File: src/rtl/lsu_master.sv
// lsu_master: memory-stage load/store initiator.
// Checks alignment of a decoded load/store and issues a word-addressed memory
// request with byte enables and a req/ack handshake. It formats the returned
// load data and holds the pipeline until the access completes or times out.
//
// Ports:
//   clk, rst              clock, synchronous active-high reset
//   op_valid/op_write     M-stage load/store request, 1 = store
//   op_size/op_unsigned   00 word, 01 half, 11 byte, 10 reserved; zero-extend
//   op_addr/op_wdata      byte address, right-aligned store data
//   stall                 combinational pipeline freeze (M and earlier)
//   rdata/rdata_valid     formatted load data, one-cycle valid pulse
//   addr_err/timeout_err  one-cycle error pulses
//   mem_*                 memory request port (req/we/addr/be/wdata, ack/rdata)
module lsu_master #(
  parameter int unsigned TIMEOUT = 255
) (
  input  logic        clk,
  input  logic        rst,
  input  logic        op_valid,
  input  logic        op_write,
  input  logic [1:0]  op_size,
  input  logic        op_unsigned,
  input  logic [31:0] op_addr,
  input  logic [31:0] op_wdata,
  output logic        stall,
  output logic [31:0] rdata,
  output logic        rdata_valid,
  output logic        addr_err,
  output logic        timeout_err,
  output logic        mem_req,
  output logic        mem_we,
  output logic [31:0] mem_addr,
  output logic [3:0]  mem_be,
  output logic [31:0] mem_wdata,
  input  logic        mem_ack,
  input  logic [31:0] mem_rdata
);

  localparam int unsigned CNT_W = 8;
  localparam logic [1:0] SZ_WORD = 2'b00;
  localparam logic [1:0] SZ_HALF = 2'b01;
  localparam logic [1:0] SZ_BYTE = 2'b11;

  typedef enum logic [1:0] {IDLE = 2'd0, REQ = 2'd1, DONE = 2'd2} state_t;

  state_t             state, state_nxt;
  logic [CNT_W-1:0]   cnt, cnt_nxt;
  logic               misaligned;
  logic               expired;
  logic [3:0]         be_c;
  logic [31:0]        wdata_c;
  logic [31:0]        load_fmt_c;

  // Access attributes captured at request time for load formatting
  logic [1:0]         size_q, size_nxt;
  logic               uns_q, uns_nxt;
  logic [1:0]         lane_q, lane_nxt;

  logic               mem_req_nxt, mem_we_nxt;
  logic [31:0]        mem_addr_nxt, mem_wdata_nxt, rdata_nxt;
  logic [3:0]         mem_be_nxt;
  logic               rdata_valid_nxt, addr_err_nxt, timeout_err_nxt;

  // Alignment check; the reserved size is treated as misaligned
  always_comb begin
    misaligned = 1'b0;
    case (op_size)
      SZ_WORD: misaligned = (op_addr[1:0] != 2'b00);
      SZ_HALF: misaligned = op_addr[0];
      SZ_BYTE: misaligned = 1'b0;
      default: misaligned = 1'b1;
    endcase
  end

  assign stall   = op_valid & ~misaligned & (state != DONE);
  assign expired = (cnt == CNT_W'(TIMEOUT - 1));

  // Byte enables and lane-replicated store data
  always_comb begin
    be_c    = 4'b1111;
    wdata_c = op_wdata;
    case (op_size)
      SZ_HALF: begin
        be_c    = op_addr[1] ? 4'b1100 : 4'b0011;
        wdata_c = {2{op_wdata[15:0]}};
      end
      SZ_BYTE: begin
        be_c    = 4'b0001 << op_addr[1:0];
        wdata_c = {4{op_wdata[7:0]}};
      end
      default: ;
    endcase
  end

  // Lane extract and sign/zero extension of the returned word
  always_comb begin
    logic [15:0] half_lane;
    logic [7:0]  byte_lane;
    half_lane  = lane_q[1] ? mem_rdata[31:16] : mem_rdata[15:0];
    case (lane_q)
      2'd0:    byte_lane = mem_rdata[7:0];
      2'd1:    byte_lane = mem_rdata[15:8];
      2'd2:    byte_lane = mem_rdata[23:16];
      default: byte_lane = mem_rdata[31:24];
    endcase
    case (size_q)
      SZ_HALF: load_fmt_c = {{16{~uns_q & half_lane[15]}}, half_lane};
      SZ_BYTE: load_fmt_c = {{24{~uns_q & byte_lane[7]}}, byte_lane};
      default: load_fmt_c = mem_rdata;
    endcase
  end

  // State register and wait counter
  always_ff @(posedge clk) begin
    if (rst) begin
      state <= IDLE;
      cnt   <= '0;
    end else begin
      state <= state_nxt;
      cnt   <= cnt_nxt;
    end
  end

  // Next-state logic; ack takes priority over expiry
  always_comb begin
    state_nxt = state;
    cnt_nxt   = cnt;
    case (state)
      IDLE: begin
        if (op_valid && !misaligned) begin
          state_nxt = REQ;
          cnt_nxt   = '0;
        end
      end
      REQ: begin
        if (mem_ack || expired) state_nxt = DONE;
        else                    cnt_nxt   = cnt + CNT_W'(1);
      end
      DONE:    state_nxt = IDLE;
      default: state_nxt = IDLE;
    endcase
  end

  // Next values of the registered outputs
  always_comb begin
    mem_req_nxt     = mem_req;
    mem_we_nxt      = mem_we;
    mem_addr_nxt    = mem_addr;
    mem_be_nxt      = mem_be;
    mem_wdata_nxt   = mem_wdata;
    rdata_nxt       = rdata;
    size_nxt        = size_q;
    uns_nxt         = uns_q;
    lane_nxt        = lane_q;
    rdata_valid_nxt = 1'b0;
    addr_err_nxt    = 1'b0;
    timeout_err_nxt = 1'b0;
    case (state)
      IDLE: begin
        if (op_valid) begin
          if (misaligned) begin
            addr_err_nxt = 1'b1;
          end else begin
            mem_req_nxt   = 1'b1;
            mem_we_nxt    = op_write;
            mem_addr_nxt  = {op_addr[31:2], 2'b00};
            mem_be_nxt    = be_c;
            mem_wdata_nxt = wdata_c;
            size_nxt      = op_size;
            uns_nxt       = op_unsigned;
            lane_nxt      = op_addr[1:0];
          end
        end
      end
      REQ: begin
        if (mem_ack) begin
          mem_req_nxt = 1'b0;
          if (!mem_we) begin
            rdata_nxt       = load_fmt_c;
            rdata_valid_nxt = 1'b1;
          end
        end else if (expired) begin
          mem_req_nxt     = 1'b0;
          timeout_err_nxt = 1'b1;
        end
      end
      default: ;
    endcase
  end

  // Output and access-attribute registers
  always_ff @(posedge clk) begin
    if (rst) begin
      mem_req     <= 1'b0;
      mem_we      <= 1'b0;
      mem_addr    <= '0;
      mem_be      <= '0;
      mem_wdata   <= '0;
      rdata       <= '0;
      rdata_valid <= 1'b0;
      addr_err    <= 1'b0;
      timeout_err <= 1'b0;
      size_q      <= '0;
      uns_q       <= 1'b0;
      lane_q      <= '0;
    end else begin
      mem_req     <= mem_req_nxt;
      mem_we      <= mem_we_nxt;
      mem_addr    <= mem_addr_nxt;
      mem_be      <= mem_be_nxt;
      mem_wdata   <= mem_wdata_nxt;
      rdata       <= rdata_nxt;
      rdata_valid <= rdata_valid_nxt;
      addr_err    <= addr_err_nxt;
      timeout_err <= timeout_err_nxt;
      size_q      <= size_nxt;
      uns_q       <= uns_nxt;
      lane_q      <= lane_nxt;
    end
  end

endmodule

File: config.mk
export PLATFORM = sky130hd
export DESIGN_NAME = lsu_master
export DESIGN_NICKNAME = d
export VERILOG_FILES = /design/src/rtl/lsu_master.sv
export SDC_FILE = /design/constraint.sdc
export NUM_CORES = 1
export LEC_CHECK = 0
export BUFFER_PORTS_ARGS = -buffer_cell sky130_fd_sc_hd__buf_2
export CORE_ASPECT_RATIO = 1.2
export CORE_MARGIN = 3
export CORE_UTILIZATION = 49
export DETAILED_ROUTE_END_ITERATION = 6
export PLACE_DENSITY = 0.87
export SLEW_MARGIN = 30
export SYNTH_ARGS = -nofsm -noshare
export SYNTH_HDL_FRONTEND = slang
export SYNTH_SLANG_ARGS = --single-unit
File: constraint.sdc
create_clock -name clk -period 4.39 [get_ports clk]
set_clock_uncertainty 0.15 [all_clocks]
set_input_delay 0 -clock clk [delete_from_list [all_inputs] [get_ports clk]]
set_output_delay 0 -clock clk [all_outputs]
set_load 0.01 [all_outputs]
After elaboration in Yosys (flattened, before gate mapping)
Index checks and enable logic that the tools add are counted.
- bits in registers: 118
- input port bits: 104
- output and inout port bits: 106
- add/subtract/negate cells: 1
- equal/unequal tests: 15
- shifts and indexed selects: 1
- multiplexer cells: 21
- bitwise operators: 11
- reduce and logical (&&, ||, !) cells: 16
- operator list (cell ; count):
    one-hot mux 32 bit (2 select lines) ; 2
    one-hot mux 8 bit (3 select lines) ; 1
    2-to-1 mux 16 bit ; 1
    2-to-1 mux 8 bit ; 2
    one-hot mux 8 bit (2 select lines) ; 1
    inequality test 2 bit (second input constant) ; 6
    AND reduction 3 bit ; 3
    OR reduction 3 bit ; 3
    adder 8 x 1 -> 8 bit (second input constant) ; 1
    equality test 2 x 1 -> 1 bit (second input constant) ; 4
    equality test 8 bit (second input constant) ; 1
    one-hot mux 4 bit (2 select lines) ; 1
    2-to-1 mux 1 bit ; 7
    inverter 1 bit ; 7
    equality test 2 bit (second input constant) ; 3
    logical NOT 2 bit ; 3
    bitwise AND 1 bit ; 4
    2-to-1 mux 2 bit ; 2
    2-to-1 mux 4 bit ; 1
    one-hot mux 2 bit (2 select lines) ; 1
    AND reduction 4 bit ; 1
    nonzero test 2 bit ; 2
    left shift 1 x 2 -> 4 bit (first input constant) ; 1
    inequality test 3 bit (second input constant) ; 1
    other kinds (6) ; 6

Depth between registers and ports, before layout
- word-level depth: 6
- mapped depth: 7

Least setup slack after synthesis
Ideal clock, no wire load.
- path kind: reg2reg
- start point: reg lane_q[0]
- end point: reg rdata[15]
- library setup time: 0.132 ns
- arrival time: 1.500 ns
- data required time: 4.108 ns
- slack: 2.608 ns
- stages on the path, launching flop included: 6
- period minus slack after synthesis: 1.782 ns
- cells stage by stage: dfxtp_1 > buf_6 > mux4_2 > a41o_4 > a211oi_1 > nor3_1
- longest elaborated chain between the ends: 4
- elaborated cells on any way between the ends: 6
- classes of those cells: eq/ne: 2; mux: 2; bitwise: 1; reduce/logical: 1
- RTL lines (element ; line ; source):
    start: declaration ; 58 ; logic [1:0] lane_q, lane_nxt;
    start signal: assignment ; 219 ; lane_q <= lane_nxt;
    equality test 2 bit, or another cell as far along ; 101 ; case (lane_q)
    one-hot mux 8 bit (3 select lines) (*) ; 101 ;
    bitwise AND 1 bit (*) ; 109 ; SZ_BYTE: load_fmt_c = {{24{~uns_q & byte_lane[7]}}, byte_lane};
    one-hot mux 32 bit (2 select lines) (*) ; 107 ; case (size_q)
    end signal: assignment ; 213 ; rdata <= rdata_nxt;
    end: declaration ; 27 ; output logic [31:0] rdata,
Mark *: on every way between the ends. The rest lies on a longest branch, timed or not.
A chain may end at the register's enable or synchronous reset.

Worst setup path in the final report
- start point: reg state[0]
- end point: reg mem_wdata[14]
- longest elaborated chain between the ends: 2
- RTL lines (element ; line ; source):
    start: declaration ; 47 ; state_t state, state_nxt;
    start signal: assignment ; 120 ; state <= state_nxt;
    logical NOT 2 bit ; 159 ; case (state)
    AND reduction 3 bit (no line) ; -- ;
    end signal: assignment ; 212 ; mem_wdata <= mem_wdata_nxt;
    end: declaration ; 35 ; output logic [31:0] mem_wdata,
Every way passes these cells.

==> run metrics <==
register area=2360 µm²; Syn Area/Cell=8.11 µm²; Synth area leaders=dfxtp_1 45%, nand2_1 9.6%, a21oi_1 6.9%; area of the multi-input gates=2600 µm²; Wirelength per Cell=19.8 µm; most frequent cells after synthesis=135 x nand2_1, 118 x dfxtp_1, 72 x a21oi_1; final hold vios=0; max_cap viols=0; Setup crit start kind=register; initial antenna violation count=0; Hold WC Path Type=in2reg; I/O pin count=210; GRT busiest layer=met2; number of synthesized flops with an enable pin=0; Die Span Y=119 µm; fin worst setup slack=1.14 ns; sequential area share after synthesis=0.450; clock root cell=clkbuf_16; mapped cell area=5250 µm²; post-synthesis instance total=648; Max IR drop VDD=0.339 mV; CTS buffer count=17; Least-Margin Pin Slew=0.976 ns; post-CTS sizing=0; Post-DRT Antenna Nets=0; Net Switching=827 µW; GP Congestion=0.907; final setup TNS=0 ns; met2 usage=0.613; Crit. End Element=register; CTS Buffer Depth=2; die area=12,000 µm²; mux cell area share after synthesis=0.0405; Gate power share=0.159; Top FF cell, synth=dfxtp_1; die boundary width=101 µm; Initial Util=0.512; Util after Layout=0.808; grt ovf=0; largest net degree at the start of global routing=88; Seq pwr share=0.372; Required @ worst endpoint=4.59 ns; CP max stage delay=0.81 ns; DRT Pass-1 Iters=5; post-synthesis compound-gate area fraction=0.193; Synth area leader=dfxtp_1; Filler Cell Count=569; Power Density=380 nW/µm²; worst path arrival time=3.44 ns; RSZ-0062 raised after global routing=no; via/cell ratio=5.95; layout cells sized above 1=0.261; top-count cell post-synth=nand2_1; number of inserted diodes=0; global-route wire length before repair=34.4 mm; final worst path period share=0.740; Slew headroom=0.349; detailed placement HPWL=10.3 mm; Unique masters post-synth=52; worst-path cell chain=nor3b_1 -> and3_2 -> buf_4 -> nor2_1 -> a311oi_1 -> dlygate4sd3_1; area share of fa/ha/maj cells after synthesis=0.00476; hold buffer count at CTS=143; FF+latch count, synth=118; Slowest-stage cell, CP=and3_2; Core Area=10,300 µm²; worst skew pair latency=0.40 ns; Synth Area in XOR/XNOR=0.00500; via count=6,580; Place WS=1.86 ns; Post-Synth Simple-Gate Area=0.250; number of global-route vias before repair=6,656; outcome=completed; Leak=0.00370 µW; Cell Int Power=2330 µW; Detailed Route Iter0 Violations=712; Worst-path clk slew=0.06 ns; IO buf count=207; Clock power frac=0.469; Nets=1,073; WL final=21.9 mm; Slew Limit Fails=0; TritonCTS Sinks=118; Sw Ratio=0.262; met1 global-route usage=0.413; CTS tree=built; Post-route DRC=0; Final min period=3.25 ns; global-route usage over all layers=0.362; area delta synth->final=57.8%; site row count=40; Peak Freq=308 MHz; post-CTS setup buffer count=0; Power Total=3150 µW; met3 GRT Util=0.103; H-tree Lvls=4; share of the synthesized area in the top cell type=0.450; CP max FO=45; WHS=0.00747 ns; critical path class=reg2reg; total of warnings raised by yosys=0; main combinational cell family by area after synthesis=simple AND/OR/NAND/NOR gates; final setup violation count=0; fraction of registers with async set/reset=0
==> routing by layer <==
| layer | vias up | part of all wire | routed length [µm] |
|---|---|---|---|
| met5 | - | 0 | 0 |
| met4 | 0 | 0.045 | 988 |
| met3 | 99 | 0.11 | 2410 |
| met2 | 552 | 0.49 | 10800 |
| met1 | 3025 | 0.35 | 7780 |
| li1 | 2904 | - | - |
==> cells in the final DEF (no fill, tap or decap), types with 3 or more instances in the layout <==
master,synthesis,layout
dlygate4sd3_1,0,143
nor2_1,62,62
o21ai_0,4,4
buf_2,18,206
nor2b_1,7,7
a311oi_1,26,26
nor3b_1,3,3
nand2_1,135,135
clkinv_2,0,3
nor3_1,21,21
clkbuf_16,0,17
dfxtp_1,118,118
o211ai_1,9,9
a211oi_1,19,19
a311o_1,6,6
inv_1,9,9
mux2i_1,19,19
buf_4,6,7
nand3_1,22,21
nand4_1,3,3
nand2b_1,19,19
bufinv_16,0,4
a21oi_1,72,72
==> flip-flops by register name, summed over array words and instances, names as in the netlist <==
signal	count
size_q	2
mem_addr	30
mem_wdata	32
mem_be	4
cnt	8
uns_q	1
addr_err	1
state	2
rdata	32
timeout_err	1
mem_req	1
rdata_valid	1
mem_we	1
lane_q	2
==> final timing paths <==
path | cells past startpoint | to | slack, ns | start
setup / recovery | 6 | mem_wdata[14] | 1.14 | state[0]
hold / removal | 5 | rdata[7] | 0.007 | mem_rdata[7]
setup reg to reg | 6 | mem_wdata[14] | 1.14 | state[0]
hold reg to reg | 2 | mem_wdata[3] | 0.31 | mem_wdata[3]
==> area by class of cell <==
type,instances,area share
Timing Repair Buffer,356,0.303
Multi-Input combinational cell,465,0.314
Tap cell,126,0.0190
Clock inverter,12,0.0213
Sequential cell,118,0.285
Inverter,9,0.00407
Clock buffer,20,0.0539
==> logic make-up (layout without fill, tap and decap cells) <==
family,after synthesis,count (layout)
AND/OR/NAND/NOR,288,288
AO/OA/AOI/OAI,150,150
flip-flops,118,118
buffers and inverters,66,397
multiplexers,20,20
XOR/XNOR,3,3
adder cells (fa/ha/maj),2,2
other,1,2
==> power by group through the flow <==
stage | registers (µW) | logic, µW | clock network (µW)
after floorplan | 1210 | 191 | 0
after detailed placement | 1190 | 360 | 0
after global placement | 1190 | 354 | 0
after CTS | 1170 | 462 | 1470
final | 1170 | 501 | 1480
after global routing | 1180 | 535 | 1530
==> critical path: cells and delay by family (launching register included) <==
family                 cells  cell delay [ns]
AND/OR/NAND/NOR            3             1.35
buffers and inverters      2             1.05
flip-flops                 1             0.38
AO/OA/AOI/OAI              1             0.26
==> through the flow <==
stage / cell area [µm²] / cells
6_report: 8290 / 1106
5_1_grt: 8290 / 1106
4_1_cts: 8290 / 1106
3_5_place_dp: 6240 / 931
3_3_place_gp: 6240 / 931
2_1_floorplan: 5260 / 649
No activity file was read; power rests on OpenSTA's default activity.
